==> src/rtl/sixteen_bit_adder_pkg.sv <==
// Shared definitions for the registered adder: default width, flag bundle and
// the flag derivation used by the combinational core.
package sixteen_bit_adder_pkg;

    localparam int DEFAULT_WIDTH = 16;

    typedef struct packed {
        logic carry;
        logic sign;
        logic parity;
        logic overflow;
        logic zero;
    } flags_t;

    // Works on the few summary bits of an add so it stays independent of WIDTH.
    function automatic flags_t calc_flags(
        input logic a_msb,
        input logic b_msb,
        input logic carry_out,
        input logic sum_msb,
        input logic sum_parity,
        input logic sum_is_zero
    );
        flags_t f;
        f.carry    = carry_out;
        f.sign     = sum_msb;
        f.parity   = sum_parity;
        f.overflow = (a_msb == b_msb) && (sum_msb != a_msb);
        f.zero     = sum_is_zero;
        return f;
    endfunction

endpackage

==> src/rtl/sixteen_bit_adder_core.sv <==
// Purely combinational add with status flags; no carry-in.
module sixteen_bit_adder_core
    import sixteen_bit_adder_pkg::*;
#(
    parameter int WIDTH = DEFAULT_WIDTH
) (
    input  logic [WIDTH-1:0] a,
    input  logic [WIDTH-1:0] b,
    output logic [WIDTH-1:0] sum,
    output flags_t           flags
);

    logic [WIDTH:0] full;

    always_comb begin
        full  = {1'b0, a} + {1'b0, b};
        sum   = full[WIDTH-1:0];
        flags = calc_flags(a[WIDTH-1], b[WIDTH-1], full[WIDTH],
                           full[WIDTH-1], ^full[WIDTH-1:0],
                           full[WIDTH-1:0] == '0);
    end

endmodule

==> src/rtl/sixteen_bit_adder.sv <==
// Register stage around the adder core: captures one operation per cycle on
// in_valid and presents sum and flags one clock later.
module sixteen_bit_adder
    import sixteen_bit_adder_pkg::*;
#(
    parameter int WIDTH = DEFAULT_WIDTH
) (
    input  logic             clk,
    input  logic             rst,
    input  logic             in_valid,
    input  logic [WIDTH-1:0] a,
    input  logic [WIDTH-1:0] b,
    output logic             out_valid,
    output logic [WIDTH-1:0] sum,
    output logic             carry,
    output logic             sign,
    output logic             parity,
    output logic             overflow,
    output logic             zero
);

    logic [WIDTH-1:0] core_sum;
    flags_t           core_flags;
    logic [WIDTH-1:0] sum_q;
    flags_t           flags_q;
    logic             out_valid_q;
    logic             armed;
    logic             accept;

    sixteen_bit_adder_core #(.WIDTH(WIDTH)) u_core (
        .a     (a),
        .b     (b),
        .sum   (core_sum),
        .flags (core_flags)
    );

    // armed stays low through the first edge after reset release, so the
    // inputs present in the release cycle are never accepted.
    always_ff @(posedge clk or posedge rst) begin
        if (rst) begin
            armed <= 1'b0;
        end else begin
            armed <= 1'b1;
        end
    end

    assign accept = in_valid && armed;

    always_ff @(posedge clk or posedge rst) begin
        if (rst) begin
            sum_q       <= '0;
            flags_q     <= '0;
            out_valid_q <= 1'b0;
        end else begin
            out_valid_q <= accept;
            if (accept) begin
                sum_q   <= core_sum;
                flags_q <= core_flags;
            end
        end
    end

    assign out_valid = out_valid_q;
    assign sum       = sum_q;
    assign carry     = flags_q.carry;
    assign sign      = flags_q.sign;
    assign parity    = flags_q.parity;
    assign overflow  = flags_q.overflow;
    assign zero      = flags_q.zero;

endmodule

==> config.mk <==
export PLATFORM = sky130hd
export DESIGN_NAME = sixteen_bit_adder
export DESIGN_NICKNAME = d
export VERILOG_FILES = /design/src/rtl/sixteen_bit_adder_pkg.sv /design/src/rtl/sixteen_bit_adder_core.sv /design/src/rtl/sixteen_bit_adder.sv
export SDC_FILE = /design/constraint.sdc
export NUM_CORES = 1
export LEC_CHECK = 0
export ABC_AREA = 1
export CAP_MARGIN = 5
export CELL_PAD_IN_SITES_DETAIL_PLACEMENT = 1
export CELL_PAD_IN_SITES_GLOBAL_PLACEMENT = 1
export CORE_MARGIN = 2
export CORE_UTILIZATION = 35
export CTS_BUF_LIST = sky130_fd_sc_hd__clkbuf_4 sky130_fd_sc_hd__clkbuf_8
export CTS_CLUSTER_SIZE = 10
export DETAILED_ROUTE_END_ITERATION = 16
export PLACE_DENSITY = 0.89
export SYNTH_ARGS = -nofsm -noshare
export SYNTH_HDL_FRONTEND = slang
export SYNTH_HIERARCHICAL = 1
export SYNTH_SLANG_ARGS = --single-unit
==> constraint.sdc <==
create_clock -name clk -period 1 [get_ports clk]
set_input_delay 0.2 -clock clk [delete_from_list [all_inputs] [get_ports clk]]
set_output_delay 0.2 -clock clk [all_outputs]
set_load 0.01 [all_outputs]
==> impl_results.md, run 1 <==
* Yosys warnings at 6
* Row count at 27
* I/O Pins at 57
* Synthesized cell area at 0.00197 sq mm
* CTS H-tree depth at 1
* Initial core utilization at 0.361
* CTS Buf Count at 3
* Post-synthesis cell count at 278
* Post-synthesis register bit count at 23
* Err: [ERROR DPL-0033] detailed placement checks failed during check placement.
* HPWL after DPL at roughly 5800 microns
* Worst ep type: sequential cell input
* Top cell type's share of synthesized area at 0.292
* Last stage reached: global routing (5_1_grt)
* Die Y at 79.1 microns
* RD Place Congestion at 0.844
* Cts hold-fix bufs at 0
* TritonCTS Sinks at 23
* Post-Syn Area per Cell at 7.10 sq um
* Largest net degree at the start of global routing at 24
* Dpl cells at 460
* Grt repair worst endpoint: parity$_DFFE_PP0P_/D
* Width of the chip at 79.1 microns
* Post-Syn Nets at 337
* Synth top cells by count: nand2_1, inv_1, nand3_1
* Max clock buf depth at 2
* Cell taking the most area after synthesis: dfrtp_1
* Unique masters post-synth at 24
* Post-synth ARST share at 1.00
* Main synth FF type: dfrtp_1
* Ranking of synthesized cells by area: dfrtp_1, nand2_1, ha_1
* Number of antenna violations at the first check in global routing at 1
* Sequential area share after synthesis at 0.292
* Status: did not finish
* Root buf cell: clkbuf_8
* Top-count cell post-synth: nand2_1
* Number of flops mapped to enable cells by yosys at 0
* Port bufs at 56
kinds of logic after synthesis:
logic type                 synth area share
xor gates and xnor gates             0.0798
DFF                                   0.292
buffers and inverters                0.0976
AOI/OAI and AO/OA                    0.0640
and+or+nand+nor                       0.309
adders and majority gates             0.156
other                               0.00190
repair_timing:
action                     CTS
setup buffers               31
gates resized for setup    272
setup endpoints to repair   42
pin swaps                   70
metrics by stage:
| stage | cell area, sq um | worst slack, ns | TNS [ns] | hold slack, ns |
|---|---|---|---|---|
| 2_1_floorplan | 2110 | -1.42 | -8.90 | 0.202 |
| 3_3_place_gp | 3190 | -1.99 | -24.49 | 0.462 |
| 3_5_place_dp | 3190 | -2.19 | -26.54 | 0.469 |
| 4_1_cts | 3650 | -1.44 | -11.79 | 0.267 |
==> run 2, diff against run 1 <==
--- a/config.mk
+++ b/config.mk
@@ -7,14 +7,10 @@
 export LEC_CHECK = 0
 export ABC_AREA = 1
 export CAP_MARGIN = 5
-export CELL_PAD_IN_SITES_DETAIL_PLACEMENT = 1
-export CELL_PAD_IN_SITES_GLOBAL_PLACEMENT = 1
 export CORE_MARGIN = 2
-export CORE_UTILIZATION = 35
-export CTS_BUF_LIST = sky130_fd_sc_hd__clkbuf_4 sky130_fd_sc_hd__clkbuf_8
-export CTS_CLUSTER_SIZE = 10
+export CORE_UTILIZATION = 20
 export DETAILED_ROUTE_END_ITERATION = 16
-export PLACE_DENSITY = 0.89
+export PLACE_DENSITY_LB_ADDON = 0.15
 export SYNTH_ARGS = -nofsm -noshare
 export SYNTH_HDL_FRONTEND = slang
 export SYNTH_HIERARCHICAL = 1
==> run 2 against run 1 <==
  * The flow now finishes, with violations (negative setup slack)
  * Synthesized cell count unchanged
  * Synthesized area is the same
==> impl_results.md, run 2 <==
* Ant. Diodes at 0
* Met1 GRT Util at 0.149
* Width of the chip at 103 microns (was 79.1 microns)
* CTS Buf Count at 3 (unchanged)
* P_leak at 2.12 nW
* Post-Syn Nets at 337 (unchanged)
* Critical Path Fanout Max at 4
* Vias per cell at 4.00
* RD Place Congestion at 0.732 (was 0.844)
* HPWL after DPL at 4360 microns (was 5760 microns)
* Fill cell count at 1003
* Fin Clk Skew at about 0.0026 ns
* Global-route track usage on met3 at 0.0215
* Cell count of the worst reg-to-reg path at 5
* Critical path class: input port to flip-flop
* All-Layer GR Usage at 0.119
* Final setup fails at 25
* Most frequent cells in the layout: buf_4, nand2_1, buf_6
* Peak VDD IR at roughly 0.48 mV
* Tot Pwr at 0.00512 W
* Vias in the first global route at ~2400
* Maxcap violations at 0
* Dpl cells at 523 (was 460)
* Final ANT Viol Nets at 0
* Max Clk Rate at about 430 MHz
* Cell taking the most area after synthesis: dfrtp_1 (unchanged)
* Drt initial violations at 61
* R2R Setup Slk at 0.01 ns
* I/O Pins at 57 (unchanged)
* Top cell type's share of synthesized area at 0.292 (unchanged)
* Failing checks: negative setup slack
* GRT overflow at 0
* Top delay family on crit path: XOR/XNOR gates
* Post-synthesis register bit count at 23 (unchanged)
* Root buf cell: clkbuf_8 (unchanged)
* Fin cells at 569
* Yosys warnings at 6 (unchanged)
* Worst r2r src: sum[11]
* Post-Syn Area per Cell at 7.10 sq um (unchanged)
* Slowest stage cell on the critical path: or2_4
* WHS at 0.256 ns
* Met2 usage at 0.214
* Synth top cells by count: nand2_1, inv_1, nand3_1 (unchanged)
* First-pass GRT wire length at just over 10000 microns
* R2r endpoint: sum[11]
* DRC viols at 0
* Average wire per standard cell at 10.7 microns
* CP Cell Sequence: buf_6, ha_4, or2_4, nand3_4, nand2_4, a21oi_4, buf_4, xor2_2, ha_1, xnor2_1, xnor2_1, xor2_1, inv_1, nand3_1, nand2_1, nand3_1, nand2_1
* Sequential area share after synthesis at 0.292 (unchanged)
* Worst endpoint required time at 1.16 ns
* Hold Crit Class: input port to asynchronous set/reset pin
* CTS H-tree depth at 1 (unchanged)
* Max reg flops at 16
* Initial core utilization at 0.204 (was 0.361)
* Global routing's busiest layer: met2
* Power per cell area at 1250 mW/mm^2
* Cts hold-fix bufs at 0 (unchanged)
* CP peak stage delay at between 0.2 and 0.3 ns
* CTS tree: done
* Critical path startpoint category: input port
* Ranking of synthesized cells by area: dfrtp_1, nand2_1, ha_1 (unchanged)
* Final wirelength at approximately 6000 microns
* CP Capture Type: flip-flop
* Post-synthesis cell count at 278 (unchanged)
* Die Y at 103 microns (was 79.1 microns)
* Period utilization at 2.33
* Min cycle time layout at between 2 and 2.5 ns
* Post-synth ARST share at 1.00 (unchanged)
* Status: finished with violations (was did not finish)
* Worst-Skew Late Latency at 0.26 ns
* Area growth, synth to finish at 107%
* Main synth FF type: dfrtp_1 (unchanged)
* Total number of vias at between 2000 and 2500
* First drt pass iteration count at 4
* Slew Limit Fails at 0
* Layout net count at a little under 500
* Max clock buf depth at 2 (unchanged)
* Share of layout cells above drive strength 1 at 0.626
* Synthesized cell area at 0.00197 sq mm (unchanged)
* CORE AREA at roughly 0.0097 sq mm
* Final setup margin at -1.33 ns
* WP data arrival at 2.50 ns
* Number of flops mapped to enable cells by yosys at 0 (unchanged)
* Top-count cell post-synth: nand2_1 (unchanged)
* Row count at 36 (was 27)
* Hold Violations, Final at 0
* Port bufs at 56 (unchanged)
* Die area at 0.0107 sq mm
* TritonCTS Sinks at 23 (unchanged)
* WP buf/inv at 3
* Unique masters post-synth at 24 (unchanged)
* Number of antenna violations at the first check in global routing at 0
* Most common cell after layout, fill and taps aside: buf_4
* RSZ-0062 raised after global routing: true
* Final core utilization at 0.422
* Largest net degree at the start of global routing at 24
* Clk pin slew, worst setup/hold paths at about 0.08 ns
[run 2: cell counts after synthesis]
Identical to the previous run, type by type.
[run 2: cell type report]
cell class              count  area, sq um  share of cell area
clock buffers               3         41.3              0.0101
clock inverters             1         5.00             0.00122
inverters                  40          150              0.0367
multi-input cells         208         1860               0.455
flip-flops and latches     23          576               0.141
well taps                 133          166              0.0407
repair buffers            161         1290               0.315
[run 2: metal layers]
| metal | part of all wire | wire length [microns] |
|---|---|---|
| met5 | 0 | 0 |
| met2 | 0.51 | 3100 |
| met1 | 0.45 | 2720 |
| met3 | 0.035 | 212 |
| met4 | 0.0069 | 42 |
[run 2: report_power, final]
part           switching, W  internal (W)  total (W)
clock network      0.000304      0.000278   0.000582
registers          0.000101       0.00111    0.00121
logic               0.00149       0.00184    0.00333
[run 2: kinds of logic after synthesis]
logic type,Yosys count,synth area share
AND/OR/NAND/NOR,144,0.309
AO/OA/AOI/OAI,21,0.0640
other,1,0.00190
buffers and inverters,47,0.0976
XOR/XNOR,18,0.0798
flip-flops,23,0.292
adder cells (fa/ha/maj),24,0.156
[run 2: repair_timing]
action	CTS	global route
setup buffers	34	24
pin swaps	67	49
resized for setup	265	88
setup endpoints to repair	42	42
[run 2: through the flow]
stage / setup TNS, ns / setup slack (ns) / instance area [sq um]
global placement: -25.73 / -2.02 / 3280
floorplan: -8.90 / -1.42 / 2110
CTS: -10.20 / -1.30 / 3680
finish: -10.86 / -1.33 / 4090
global route: -13.25 / -1.57 / 4090
detailed placement: -25.89 / -2.06 / 3280
[run 2: tightest hold or removal path: cells and delay by family]
kind / cells / cell delay [ns]
buffers and inverters: 3 / 0.67
[run 2: how the worst max path moves through the flow]
| stage | startpoint | to | slack, ns | cells after the start |
|---|---|---|---|---|
| global placement | a[0] | parity | -2.02 | 19 |
| floorplan | a[0] | parity | -1.42 | 18 |
| CTS | b[2] | parity | -1.30 | 17 |
| global route | a[4] | parity | -1.57 | 18 |
| detailed placement | a[0] | parity | -2.06 | 19 |
| finish | b[2] | parity | -1.33 | 17 |
Note: power is estimated with default switching activity, not from simulation.
==> run 3, diff against run 2 <==
--- a/config.mk
+++ b/config.mk
@@ -11,6 +11,7 @@
 export CORE_UTILIZATION = 20
 export DETAILED_ROUTE_END_ITERATION = 16
 export PLACE_DENSITY_LB_ADDON = 0.15
+export RECOVER_POWER = 50
 export SYNTH_ARGS = -nofsm -noshare
 export SYNTH_HDL_FRONTEND = slang
 export SYNTH_HIERARCHICAL = 1
==> run 3 against run 2 <==
  * Via count hardly changed
  * Worst setup slack hardly changed
  * Die area did not move
  * The flow still finishes with violations (negative setup slack)
  * Sequential share of layout area increased by 0.052 points
  * Total power shrank 0.15%
  * Final cell count unchanged
  * Worst hold slack better by 0.074 ns
  * Wire length is essentially flat
  * Clock power about the same
  * Largest power group unchanged
==> impl_results.md, run 3 (synthesized netlist as in run 2, its figures left out) <==
* Width of the chip at 103 microns (unchanged)
* Number of antenna violations at the first check in global routing at 0 (unchanged)
* NetSw at 0.00190 W (about the same)
* CORE AREA at 0.00968 sq mm (unchanged)
* CP Depth at 17 (unchanged)
* First-pass GRT wire length at 10300 microns (unchanged)
* Critical path class: input port to flip-flop (unchanged)
* GRT overflow at 0 (unchanged)
* Drt initial violations at 56 (was 61)
* CP endpoint: parity (unchanged)
* Fin cells at 569 (unchanged)
* CP peak stage delay at 0.26 ns (about the same)
* Final ANT Viol Nets at 0 (unchanged)
* Final instance area at 0.00408 sq mm (was 0.00409 sq mm)
* Hold Crit Class: input port to flip-flop (was input port to asynchronous set/reset pin)
* Cell count of the worst reg-to-reg path at 5 (unchanged)
* Slew HR at 0.609
* Clk pwr share at 0.114 (about the same)
* Share of layout cells above drive strength 1 at 0.626 (unchanged)
* Sw Ratio at 0.371 (about the same)
* Failing checks: negative setup slack (unchanged)
* Dpl cells at 523 (unchanged)
* CTS tree: done (unchanged)
* Worst r2r src: sum[11] (unchanged)
* Initial core utilization at 0.204 (unchanged)
* RSZ-0062 raised after global routing: true (unchanged)
* Final setup fails at 25 (unchanged)
* Largest net degree at the start of global routing at 24 (unchanged)
* Post-DP Area at 0.00328 sq mm (unchanged)
* CTS Buf Count at 3 (unchanged)
* Final wirelength at 6070 microns (about the same)
* Min cycle time layout at 2.33 ns (about the same)
* Worst-Skew Late Latency at 0.26 ns (about the same)
* Slowest stage cell on the critical path: or2_4 (unchanged)
* TritonCTS Sinks at 23 (unchanged)
* Peak VDD IR at 0.482 mV (about the same)
* Port bufs at 56 (unchanged)
* DRC viols at 0 (unchanged)
* Die area at 0.0107 sq mm (unchanged)
* Root buf cell: clkbuf_8 (unchanged)
* All-Layer GR Usage at 0.119 (unchanged)
* Maxcap violations at 0 (unchanged)
* CP Cell Sequence: buf_6, ha_4, or2_4, nand3_4, nand2_4, a21oi_4, buf_4, xor2_2, ha_1, xnor2_1, xnor2_1, xor2_1, inv_1, nand3_1, nand2_1, nand3_1, nand2_1 (unchanged)
* Fin Clk Skew at 0.00284 ns (was 0.00264 ns)
* Max Clk Rate at 429 MHz (about the same)
* Ant. Diodes at 0 (unchanged)
* Worst endpoint required time at 1.16 ns (about the same)
* WHS at 0.330 ns (was 0.256 ns)
* P_leak at 2.11 nW (was 2.12 nW)
* Final setup margin at -1.33 ns (about the same)
* R2r endpoint: sum[11] (unchanged)
* Critical Path Fanout Max at 4 (unchanged)
* Vias per cell at 4.01 (was 4.00)
* Max reg flops at 16 (unchanged)
* Setup TNS at -10.86 ns (about the same)
* First drt pass iteration count at 4 (unchanged)
* Cts hold-fix bufs at 0 (unchanged)
* HPWL after DPL at 4360 microns (unchanged)
* Final core utilization at 0.421 (was 0.422)
* Top delay family on crit path: XOR/XNOR gates (unchanged)
* Max clock buf depth at 2 (unchanged)
* Most frequent cells in the layout: buf_4, nand2_1, buf_6 (unchanged)
* Critical Path Start: b[2] (unchanged)
* CTS H-tree depth at 1 (unchanged)
* Clk pin slew, worst setup/hold paths at 0.08 ns (about the same)
* Most common cell after layout, fill and taps aside: buf_4 (unchanged)
* Area growth, synth to finish at 106% (was 107%)
* Period utilization at 2.33 (about the same)
* Sequential power share at 0.236 (about the same)
* WP buf/inv at 3 (unchanged)
* Worst slew pin tran at 0.587 ns
* WP data arrival at 2.50 ns (about the same)
* Total number of vias at 2279 (was 2278)
* R2R Setup Slk at 0.01 ns (about the same)
* Fill cell count at 1004 (was 1003)
* Layout net count at 496 (unchanged)
* Hold Violations, Final at 0 (unchanged)
* RD Place Congestion at 0.732 (unchanged)
* Comb power frac at 0.650 (was 0.651)
* Average wire per standard cell at 10.7 microns (about the same)
* Status: finished with violations (unchanged)
* Slew Limit Fails at 0 (unchanged)
* Int Pwr at 0.00321 W (was 0.00322 W)
* CP Capture Type: flip-flop (unchanged)
* Critical path startpoint category: input port (unchanged)
* Vias in the first global route at 2379 (unchanged)
* Row count at 36 (unchanged)
* I/O Pins at 57 (unchanged)
* Power per cell area at 1250 mW/mm^2 (about the same)
* Die Y at 103 microns (unchanged)
-- run 3: cell types whose count changed in the layout (fill, tap and decap cells not counted), sizes merged --
cell,change
buf,-1
clkbuf,+1
-- run 3: through the flow --
step	setup WS, ns	power (W)
after floorplan	-1.42	0.00258
after global placement	-2.02	0.00380
after detailed placement	-2.06	0.00380
after CTS	-1.30	0.00468
after global routing	-1.57	0.00561
final	-1.33	0.00511
-- run 3: worst register-to-register path, cell delays in order (launching register included) --
cell,delay [ns]
dfrtp_1,0.41
buf_4,0.14
buf_4,0.12
buf_4,0.12
nand2_1,0.05
nand2_1,0.05
-- run 3: how the worst min path moves through the flow --
stage / start / slack (ns) / cells after the start / end
after floorplan: rst / 0.20 / 1 / armed
after global placement: sum[0] / 0.46 / 2 / sum[0]
after detailed placement: sum[0] / 0.46 / 2 / sum[0]
after CTS: rst / 0.26 / 3 / armed
after global routing: a[0] / 0.37 / 4 / sum[0]
final: a[0] / 0.33 / 4 / sum[0]
-- run 3: metal layers --
metal	global-route usage	share of wire	routed length (microns)	vias up
met5	0	0	0	-
met2	0.214	0.51	3080	37
li1	-	-	-	1187
met3	0.0215	0.035	212	5
met1	0.149	0.45	2740	1050
met4	0.0243	0.0069	42	0
-- run 3: area by class of cell --
cell class | count | area [sq um] | share of cell area
inverter | 40 | 150 | 0.0368
clock inverter | 1 | 5.00 | 0.00123
timing repair buffer | 161 | 1270 | 0.313
clock buffer | 3 | 41.3 | 0.0101
tap | 133 | 166 | 0.0408
sequential | 23 | 576 | 0.141
multi-input combinational | 208 | 1860 | 0.457
-- run 3: power by group through the flow --
stage / registers [W] / clock network (W) / logic (W)
after floorplan: 0.00130 / 0 / 0.00128
after global placement: 0.00123 / 0 / 0.00257
after detailed placement: 0.00123 / 0 / 0.00257
after CTS: 0.00120 / 0.000612 / 0.00287
after global routing: 0.00122 / 0.000649 / 0.00374
final: 0.00121 / 0.000582 / 0.00332
-- run 3: repair_timing --
item | in CTS | in global routing
hold endpoints to repair | 0 | 0
gates resized for setup | 265 | 88
pin swaps | 67 | 49
setup endpoints to repair | 42 | 42
buffers inserted | 34 | 24
